==> src/rtl/tetris_pkg.sv <==
// ============================================================================
// Module   : tetris_pkg
// Purpose  : Shared types, board geometry constants and helpers for the
//            4x8 Tetris controller.
// Revision : 1.0
// ============================================================================
`default_nettype none

package tetris_pkg;

  localparam int          ROWS      = 8;
  localparam int          COLS      = 4;
  localparam logic [3:0]  FULL_ROW  = 4'hF;
  localparam logic [31:0] TOP_MASK  = 32'h0000_00FF;
  localparam logic [3:0]  LFSR_SEED = 4'b1001;
  localparam logic [3:0]  LFSR_TAPS = 4'b1100;  // x^4 + x^3 + 1

  typedef enum logic [2:0] {
    ST_SPAWN     = 3'd0,
    ST_WAIT_TICK = 3'd1,
    ST_ISSUE     = 3'd2,
    ST_WAIT_DONE = 3'd3,
    ST_CLEAR     = 3'd4,
    ST_OVER      = 3'd5
  } state_t;

  typedef enum logic [1:0] {
    CMD_NONE   = 2'd0,
    CMD_LEFT   = 2'd1,
    CMD_RIGHT  = 2'd2,
    CMD_ROTATE = 2'd3
  } cmd_t;

  function automatic logic [3:0] lfsr_next(input logic [3:0] cur);
    return {cur[2:0], ^(cur & LFSR_TAPS)};
  endfunction

  // Remove row 'row': rows above it slide down one, row 0 becomes empty.
  function automatic logic [31:0] drop_row(input logic [31:0] board, input logic [2:0] row);
    logic [31:0] low_rows;
    low_rows = 32'hFFFF_FFFF >> (5'd28 - {row, 2'b00});
    return (board & ~low_rows) | ((board << COLS) & low_rows);
  endfunction

endpackage

`default_nettype wire

==> src/rtl/tetris_input_latch.sv <==
// ============================================================================
// Module   : tetris_input_latch
// Purpose  : Button rising-edge detect with a single-entry pending command.
// Revision : 1.0
// ============================================================================
`default_nettype none

module tetris_input_latch
  import tetris_pkg::*;
(
  input  logic clka,
  input  logic reset,
  input  logic enable,
  input  logic consume,
  input  logic btn_left,
  input  logic btn_right,
  input  logic btn_rotate,
  output cmd_t pending
);

  logic [2:0] prev_btn;
  logic [2:0] rise;
  cmd_t       rise_cmd;

  assign rise = {btn_left, btn_right, btn_rotate} & ~prev_btn;

  always_comb begin
    rise_cmd = CMD_NONE;
    if (rise[2])      rise_cmd = CMD_LEFT;
    else if (rise[1]) rise_cmd = CMD_RIGHT;
    else if (rise[0]) rise_cmd = CMD_ROTATE;
  end

  // A fresh edge beats consumption so a press during ISSUE survives.
  always_ff @(posedge clka) begin
    if (reset) begin
      prev_btn <= 3'b000;
      pending  <= CMD_NONE;
    end else begin
      prev_btn <= {btn_left, btn_right, btn_rotate};
      if (enable && (rise_cmd != CMD_NONE)) pending <= rise_cmd;
      else if (consume)                     pending <= CMD_NONE;
    end
  end

endmodule

`default_nettype wire

==> src/rtl/tetris_game_ctrl.sv <==
// ============================================================================
// Module   : tetris_game_ctrl
// Purpose  : Game sequencer: spawn, gravity/move requests, row clear, score.
// Revision : 1.0
// ============================================================================
`default_nettype none

module tetris_game_ctrl
  import tetris_pkg::*;
#(
  parameter int TICK_CYCLES = 16,
  parameter int SPAWN_LOC   = 5
) (
  input  logic        clka,
  input  logic        reset,
  input  logic        btn_left,
  input  logic        btn_right,
  input  logic        btn_rotate,
  output logic        move_start,
  output logic        move_left,
  output logic        move_right,
  output logic        move_rotate,
  output logic [1:0]  piece_type,
  output logic [4:0]  piece_loc,
  output logic [1:0]  piece_rot,
  output logic [31:0] board_state,
  input  logic        move_done,
  input  logic        move_touched,
  input  logic [4:0]  move_new_loc,
  input  logic [1:0]  move_new_rot,
  input  logic [31:0] move_new_board,
  output logic [7:0]  score,
  output logic        game_over
);

  localparam int            CW        = $clog2(TICK_CYCLES);
  localparam logic [CW-1:0] TICK_LAST = CW'(TICK_CYCLES - 1);

  state_t        state, state_nx;
  logic [CW-1:0] tick_cnt;
  logic [2:0]    row_ptr;
  logic [3:0]    lfsr;
  cmd_t          pending;
  logic          row_full;
  logic          top_blocked;

  assign row_full    = (board_state[{row_ptr, 2'b00} +: 4] == FULL_ROW);
  assign top_blocked = |(board_state & TOP_MASK);

  tetris_input_latch u_input_latch (
    .clka       (clka),
    .reset      (reset),
    .enable     (state != ST_OVER),
    .consume    (state == ST_ISSUE),
    .btn_left   (btn_left),
    .btn_right  (btn_right),
    .btn_rotate (btn_rotate),
    .pending    (pending)
  );

  always_ff @(posedge clka) begin
    if (reset) state <= ST_SPAWN;
    else       state <= state_nx;
  end

  always_comb begin
    state_nx = state;
    case (state)
      ST_SPAWN:     state_nx = top_blocked ? ST_OVER : ST_WAIT_TICK;
      ST_WAIT_TICK: if (tick_cnt == TICK_LAST) state_nx = ST_ISSUE;
      ST_ISSUE:     state_nx = ST_WAIT_DONE;
      ST_WAIT_DONE: if (move_done) state_nx = move_touched ? ST_CLEAR : ST_WAIT_TICK;
      ST_CLEAR:     if (!row_full && (row_ptr == 3'd0)) state_nx = ST_SPAWN;
      ST_OVER:      state_nx = ST_OVER;
      default:      state_nx = ST_SPAWN;
    endcase
  end

  always_ff @(posedge clka) begin
    if (reset) begin
      board_state <= 32'h0;
      score       <= 8'h00;
      game_over   <= 1'b0;
      piece_type  <= 2'd0;
      piece_loc   <= 5'd0;
      piece_rot   <= 2'd0;
      move_start  <= 1'b0;
      move_left   <= 1'b0;
      move_right  <= 1'b0;
      move_rotate <= 1'b0;
      tick_cnt    <= '0;
      row_ptr     <= 3'(ROWS - 1);
      lfsr        <= LFSR_SEED;
    end else begin
      move_start  <= 1'b0;
      move_left   <= 1'b0;
      move_right  <= 1'b0;
      move_rotate <= 1'b0;
      if (state != ST_OVER) lfsr <= lfsr_next(lfsr);

      case (state)
        ST_SPAWN: begin
          if (top_blocked) begin
            game_over <= 1'b1;
          end else begin
            piece_type <= lfsr[1:0];
            piece_loc  <= 5'(SPAWN_LOC);
            piece_rot  <= 2'd0;
            tick_cnt   <= '0;
          end
        end
        ST_WAIT_TICK: tick_cnt <= tick_cnt + CW'(1);
        ST_ISSUE: begin
          move_start  <= 1'b1;
          move_left   <= (pending == CMD_LEFT);
          move_right  <= (pending == CMD_RIGHT);
          move_rotate <= (pending == CMD_ROTATE);
        end
        ST_WAIT_DONE: begin
          if (move_done) begin
            piece_loc   <= move_new_loc;
            piece_rot   <= move_new_rot;
            board_state <= move_new_board;
            if (move_touched) row_ptr  <= 3'(ROWS - 1);
            else              tick_cnt <= '0;
          end
        end
        // Row pointer stays put after a clear so the row that slid in is rechecked.
        ST_CLEAR: begin
          if (row_full) begin
            board_state <= drop_row(board_state, row_ptr);
            if (score != 8'hFF) score <= score + 8'd1;
          end else if (row_ptr != 3'd0) begin
            row_ptr <= row_ptr - 3'd1;
          end
        end
        default: ;
      endcase
    end
  end

endmodule

`default_nettype wire
==> config.mk <==
export PLATFORM = sky130hd
export DESIGN_NAME = tetris_game_ctrl
export DESIGN_NICKNAME = d
export VERILOG_FILES = /design/src/rtl/tetris_pkg.sv /design/src/rtl/tetris_input_latch.sv /design/src/rtl/tetris_game_ctrl.sv
export SDC_FILE = /design/constraint.sdc
export NUM_CORES = 1
export LEC_CHECK = 0
export CORE_AREA = 4 4 119 121
export CTS_BUF_LIST = sky130_fd_sc_hd__clkbuf_8 sky130_fd_sc_hd__clkbuf_16
export DETAILED_ROUTE_END_ITERATION = 12
export DIE_AREA = 0 0 123 125
export PLACE_DENSITY = 0.59
export SETUP_SLACK_MARGIN = 0.02
export SLEW_MARGIN = 20
export SYNTH_ARGS = -nofsm -noshare
export SYNTH_HDL_FRONTEND = slang
export SYNTH_SLANG_ARGS = --single-unit
==> constraint.sdc <==
create_clock -name clka -period 4 [get_ports clka]
set_input_delay 0.8 -clock clka [delete_from_list [all_inputs] [get_ports clka]]
set_output_delay 0.8 -clock clka [all_outputs]
set_load 0.1 [all_outputs]
==> metrics.txt <==
# TYPE chip_impl_metric gauge
chip_impl_metric{name="count_of_boundary_i_o_pins",unit=""} 100
chip_impl_metric{name="max_cap_viol_count",unit=""} 0
chip_impl_metric{name="fin_crit",unit="ns"} 2.785
chip_impl_info{name="yosys-top-cells-area",value="sky130_fd_sc_hd__dfxtp_1 38%, sky130_fd_sc_hd__nand2_1 3.9%, sky130_fd_sc_hd__nor3_1 3.9%, sky130_fd_sc_hd__nor2_1 3.7%, sky130_fd_sc_hd__a211oi_1 3.5%"} 1
chip_impl_metric{name="place_area",unit="mm²"} 0.004970
chip_impl_metric{name="gpl.final_weighted_congestion",unit=""} 0.7886
chip_impl_metric{name="finalHoldWorstSlack",unit="ns"} 0.4537
chip_impl_metric{name="peakVddDrop",unit="V"} 0.0001464
chip_impl_metric{name="synth.cell_area",unit="mm²"} 0.003865
chip_impl_info{name="hold-path-endpoint",value="piece_loc[1]$_SDFFE_PP0P_"} 1
chip_impl_info{name="regToRegStartpoint",value="state[2]$_SDFFE_PP0P_"} 1
chip_impl_metric{name="synth_warnings",unit=""} 0
chip_impl_metric{name="regArea",unit="mm²"} 0.001461
chip_impl_metric{name="cts_hold_buffers",unit=""} 0
chip_impl_metric{name="tns",unit="ns"} 0
chip_impl_metric{name="first_pass_iters",unit=""} 4
chip_impl_metric{name="critical_path.max_fanout",unit=""} 6
chip_impl_metric{name="clock_tree.buffer_depth",unit=""} 2
chip_impl_metric{name="synth_edf_count",unit=""} 0
chip_impl_info{name="crit_path_end_kind",value="primary output"} 1
chip_impl_metric{name="power_leakage",unit="nW"} 1.857
chip_impl_metric{name="grt_first_pass_wirelength",unit="µm"} 19350
chip_impl_metric{name="area_growth_syn_to_layout",unit="%"} 36.52
chip_impl_metric{name="num_vias",unit=""} 3935
chip_impl_metric{name="clk_pin_slew_worst_paths",unit="ns"} 0.06
chip_impl_metric{name="port_buffers",unit=""} 99
chip_impl_metric{name="synthCells",unit=""} 466
chip_impl_metric{name="drt-vias-per-instance",unit=""} 5.383
chip_impl_metric{name="synth-seq-cells",unit=""} 73
chip_impl_metric{name="finalSetupViolCount",unit=""} 0
chip_impl_metric{name="clock.fmax",unit="GHz"} 0.3591
chip_impl_metric{name="fp.coreArea",unit="mm²"} 0.01309
chip_impl_metric{name="htreeDepth",unit=""} 3
chip_impl_metric{name="post-dp-hpwl",unit="µm"} 8836
chip_impl_info{name="min-delay-start",value="piece_loc[1]$_SDFFE_PP0P_"} 1
chip_impl_info{name="library_cell_occupying_the_most_area_in_the_post_synthesis_netlist",value="sky130_fd_sc_hd__dfxtp_1"} 1
chip_impl_metric{name="fillCellCount",unit=""} 1314
chip_impl_metric{name="wl_per_cell",unit="µm"} 16.49
chip_impl_metric{name="final_critical_path_setup_slack",unit="ns"} 1.215
chip_impl_metric{name="timing_worst_slew_pin_value",unit="ns"} 1.034
chip_impl_info{name="min-delay-path-class",value="register to register"} 1
chip_impl_metric{name="post_cts_buffers",unit=""} 0
chip_impl_metric{name="cp.arrival",unit="ns"} 1.98
chip_impl_metric{name="numCtsBuffers",unit=""} 9
chip_impl_info{name="grt_setup_unrepaired",value="false"} 1
chip_impl_metric{name="final_layout_size_suffix_gt1_share",unit="%"} 6.667
chip_impl_metric{name="synth.net_count",unit=""} 519
chip_impl_metric{name="drtIter0Drc",unit=""} 220
chip_impl_metric{name="cts.sinks",unit=""} 73
chip_impl_metric{name="fp.dieW",unit="µm"} 123
chip_impl_metric{name="track_usage",unit="%"} 15.60
chip_impl_metric{name="die_ar",unit="mm²"} 0.01538
chip_impl_metric{name="global_route.overflow_total",unit=""} 0
chip_impl_info{name="worst_path_max_delay_cell",value="sky130_fd_sc_hd__clkdlybuf4s50_1"} 1
chip_impl_info{name="root_buffer",value="sky130_fd_sc_hd__clkbuf_16"} 1
chip_impl_metric{name="total_buffers_and_inverters_traversed_by_the_critical_path",unit=""} 1
chip_impl_metric{name="post_synthesis_sequential_area_ratio",unit="%"} 37.81
chip_impl_info{name="criticalPathCategory",value="register to primary output"} 1
chip_impl_metric{name="portion_of_synthesized_cell_area_occupied_by_the_leading_cell_type",unit="%"} 37.81
chip_impl_metric{name="cpPeakStageDelay",unit="ns"} 1.22
chip_impl_metric{name="synthesis.area_per_instance",unit="µm²"} 8.294
chip_impl_metric{name="drt-total-wl",unit="µm"} 12050
chip_impl_metric{name="grt_antenna_before_repair",unit=""} 0
chip_impl_metric{name="required",unit="ns"} 3.20
chip_impl_metric{name="die_h",unit="µm"} 125
chip_impl_metric{name="clock_insertion_delay_worst_skew",unit="ns"} 0.33
chip_impl_metric{name="post-place-ws",unit="ns"} 1.113
chip_impl_metric{name="synth.lib_cells_used.distinct",unit=""} 58
chip_impl_metric{name="min_delay_path_depth",unit=""} 2
chip_impl_metric{name="number_of_resized_instances_in_the_post_cts_repair_step",unit=""} 0
chip_impl_info{name="synth_flop_cell",value="sky130_fd_sc_hd__dfxtp_1"} 1
chip_impl_metric{name="grt_start_max_net_pins",unit=""} 33
chip_impl_metric{name="finalInstanceArea",unit="mm²"} 0.005276
chip_impl_metric{name="multi_input_area",unit="mm²"} 0.002231
chip_impl_metric{name="first_global_vias",unit=""} 3699
chip_impl_metric{name="finalNetCount",unit=""} 603
chip_impl_metric{name="worst_slew_margin_rel",unit="%"} 30.82
chip_impl_info{name="status",value="complete, no violations"} 1
chip_impl_info{name="tritoncts",value="built"} 1
chip_impl_metric{name="r2r_slack",unit="ns"} 1.51
chip_impl_metric{name="r2r.worst_path.cells",unit=""} 5
chip_impl_info{name="ordered_cell_list_for_the_critical_path",value="clkdlybuf4s50_1"} 1
chip_impl_metric{name="async_sr_flop_fraction",unit="%"} 0
chip_impl_info{name="worst_setup_path_start_kind",value="register"} 1
chip_impl_metric{name="power-per-cell-area",unit="mW/mm²"} 329.5
chip_impl_metric{name="final_antenna_net_count",unit=""} 0
chip_impl_metric{name="rows",unit=""} 42
chip_impl_metric{name="fin_skew",unit="ns"} 0.007961
chip_impl_info{name="worst_path_dominant_cell_family",value="buffers and inverters"} 1
chip_impl_metric{name="final_max_slew_viol_count",unit=""} 0
chip_impl_metric{name="post-route-drc-count",unit=""} 0
chip_impl_metric{name="fin_crit_sh",unit="%"} 69.62
chip_impl_metric{name="timing.final.hold_violations",unit=""} 0
chip_impl_metric{name="initial_utilization",unit="%"} 29.54
chip_impl_info{name="rr_endpoint",value="score[0]$_SDFFE_PP0P_"} 1
chip_impl_metric{name="insertedDiodeCount",unit=""} 0
layout make-up:
cell class,count,share of cell area [%]
Multi-Input combinational cell,354,42.28
Clock inverter,6,1.281
Tap cell,176,4.174
Inverter,7,0.4980
Timing Repair Buffer,105,19.54
Sequential cell,73,27.70
Clock buffer,10,4.529
Yosys cell counts, types with 7 or more instances:
master,instances
sky130_fd_sc_hd__dfxtp_1,73
sky130_fd_sc_hd__nand2_1,40
sky130_fd_sc_hd__nor2_1,38
sky130_fd_sc_hd__nor3_1,30
sky130_fd_sc_hd__nand3_1,26
sky130_fd_sc_hd__a21oi_1,25
sky130_fd_sc_hd__clkbuf_1,20
sky130_fd_sc_hd__a211oi_1,18
sky130_fd_sc_hd__o21ai_0,18
sky130_fd_sc_hd__nor2b_1,13
sky130_fd_sc_hd__and3_1,10
sky130_fd_sc_hd__buf_2,9
sky130_fd_sc_hd__nand4_1,9
sky130_fd_sc_hd__o221ai_1,9
sky130_fd_sc_hd__a221oi_1,8
sky130_fd_sc_hd__a31oi_1,7
sky130_fd_sc_hd__ha_1,7
worst max path at each step:
stage,startpoint,endpoint,slack (ns),cells after the start
global route,board_state[0]$_SDFFE_PP0P_,board_state[0],1.18,1
detailed placement,move_done,register,1.11,7
floorplan,register,score[0]$_SDFFE_PP0P_,1.37,6
global placement,move_done,register,1.20,7
finish,board_state[2]$_SDFFE_PP0P_,board_state[2],1.22,1
CTS,board_state[1]$_SDFFE_PP0P_,board_state[1],1.20,1
metrics by stage:
step           total power (W)  util [%]  std cells
2_1_floorplan        0.0008608         -        466
3_3_place_gp         0.0009344     37.98        715
3_5_place_dp         0.0009354     37.98        715
4_1_cts               0.001758     40.32        731
5_1_grt               0.001804     40.32        731
6_report              0.001739     40.32        731
report_power, final:
group,switching (W),internal (W)
registers,0.0000150,0.000742
clock network,0.000319,0.000501
logic,0.0000932,0.0000688
total,0.000427,0.00131
per-layer routing:
metal  share of wire (%)  vias to the layer above  GRT usage, %  wire length, µm
met3                 6.3                       19         3.117              756
met2                  44                      127         23.74             5252
met1                  48                     1849         21.40             5739
li1                    -                     1940             -                -
met4                 2.5                        0         6.710              302
met5                   0                        -             0                0
layout by cell type (no fill, tap or decap), drive strengths merged, types with 13 or more instances in the layout:
master	synthesis	final
nand2	41	41
o21ai	19	19
clkdlybuf4s50	0	98
dfxtp	73	73
a211oi	19	19
nor2	38	38
a21oi	25	25
nor2b	13	13
nor3	30	30
nand3	26	26
logic make-up (layout without fill, tap and decap cells):
logic type,Yosys count,after routing,share of synthesized area [%]
adder cells (fa/ha/maj),7,7,2.266
multiplexers,8,8,2.169
XOR/XNOR,1,1,0.2267
AO/OA/AOI/OAI,133,133,25.45
buffers and inverters,39,128,4.467
AND/OR/NAND/NOR,205,205,27.61
flip-flops,73,73,37.81
worst reg2reg max path, stage by stage (launching register included):
cell and delay [ns]:
sky130_fd_sc_hd__dfxtp_1 0.72, sky130_fd_sc_hd__nor3b_4 0.28, sky130_fd_sc_hd__buf_4 0.32, sky130_fd_sc_hd__o21ai_2 0.28, sky130_fd_sc_hd__nor3_1 0.40, sky130_fd_sc_hd__mux2_2 0.37
(Power assumes the default switching activity.)
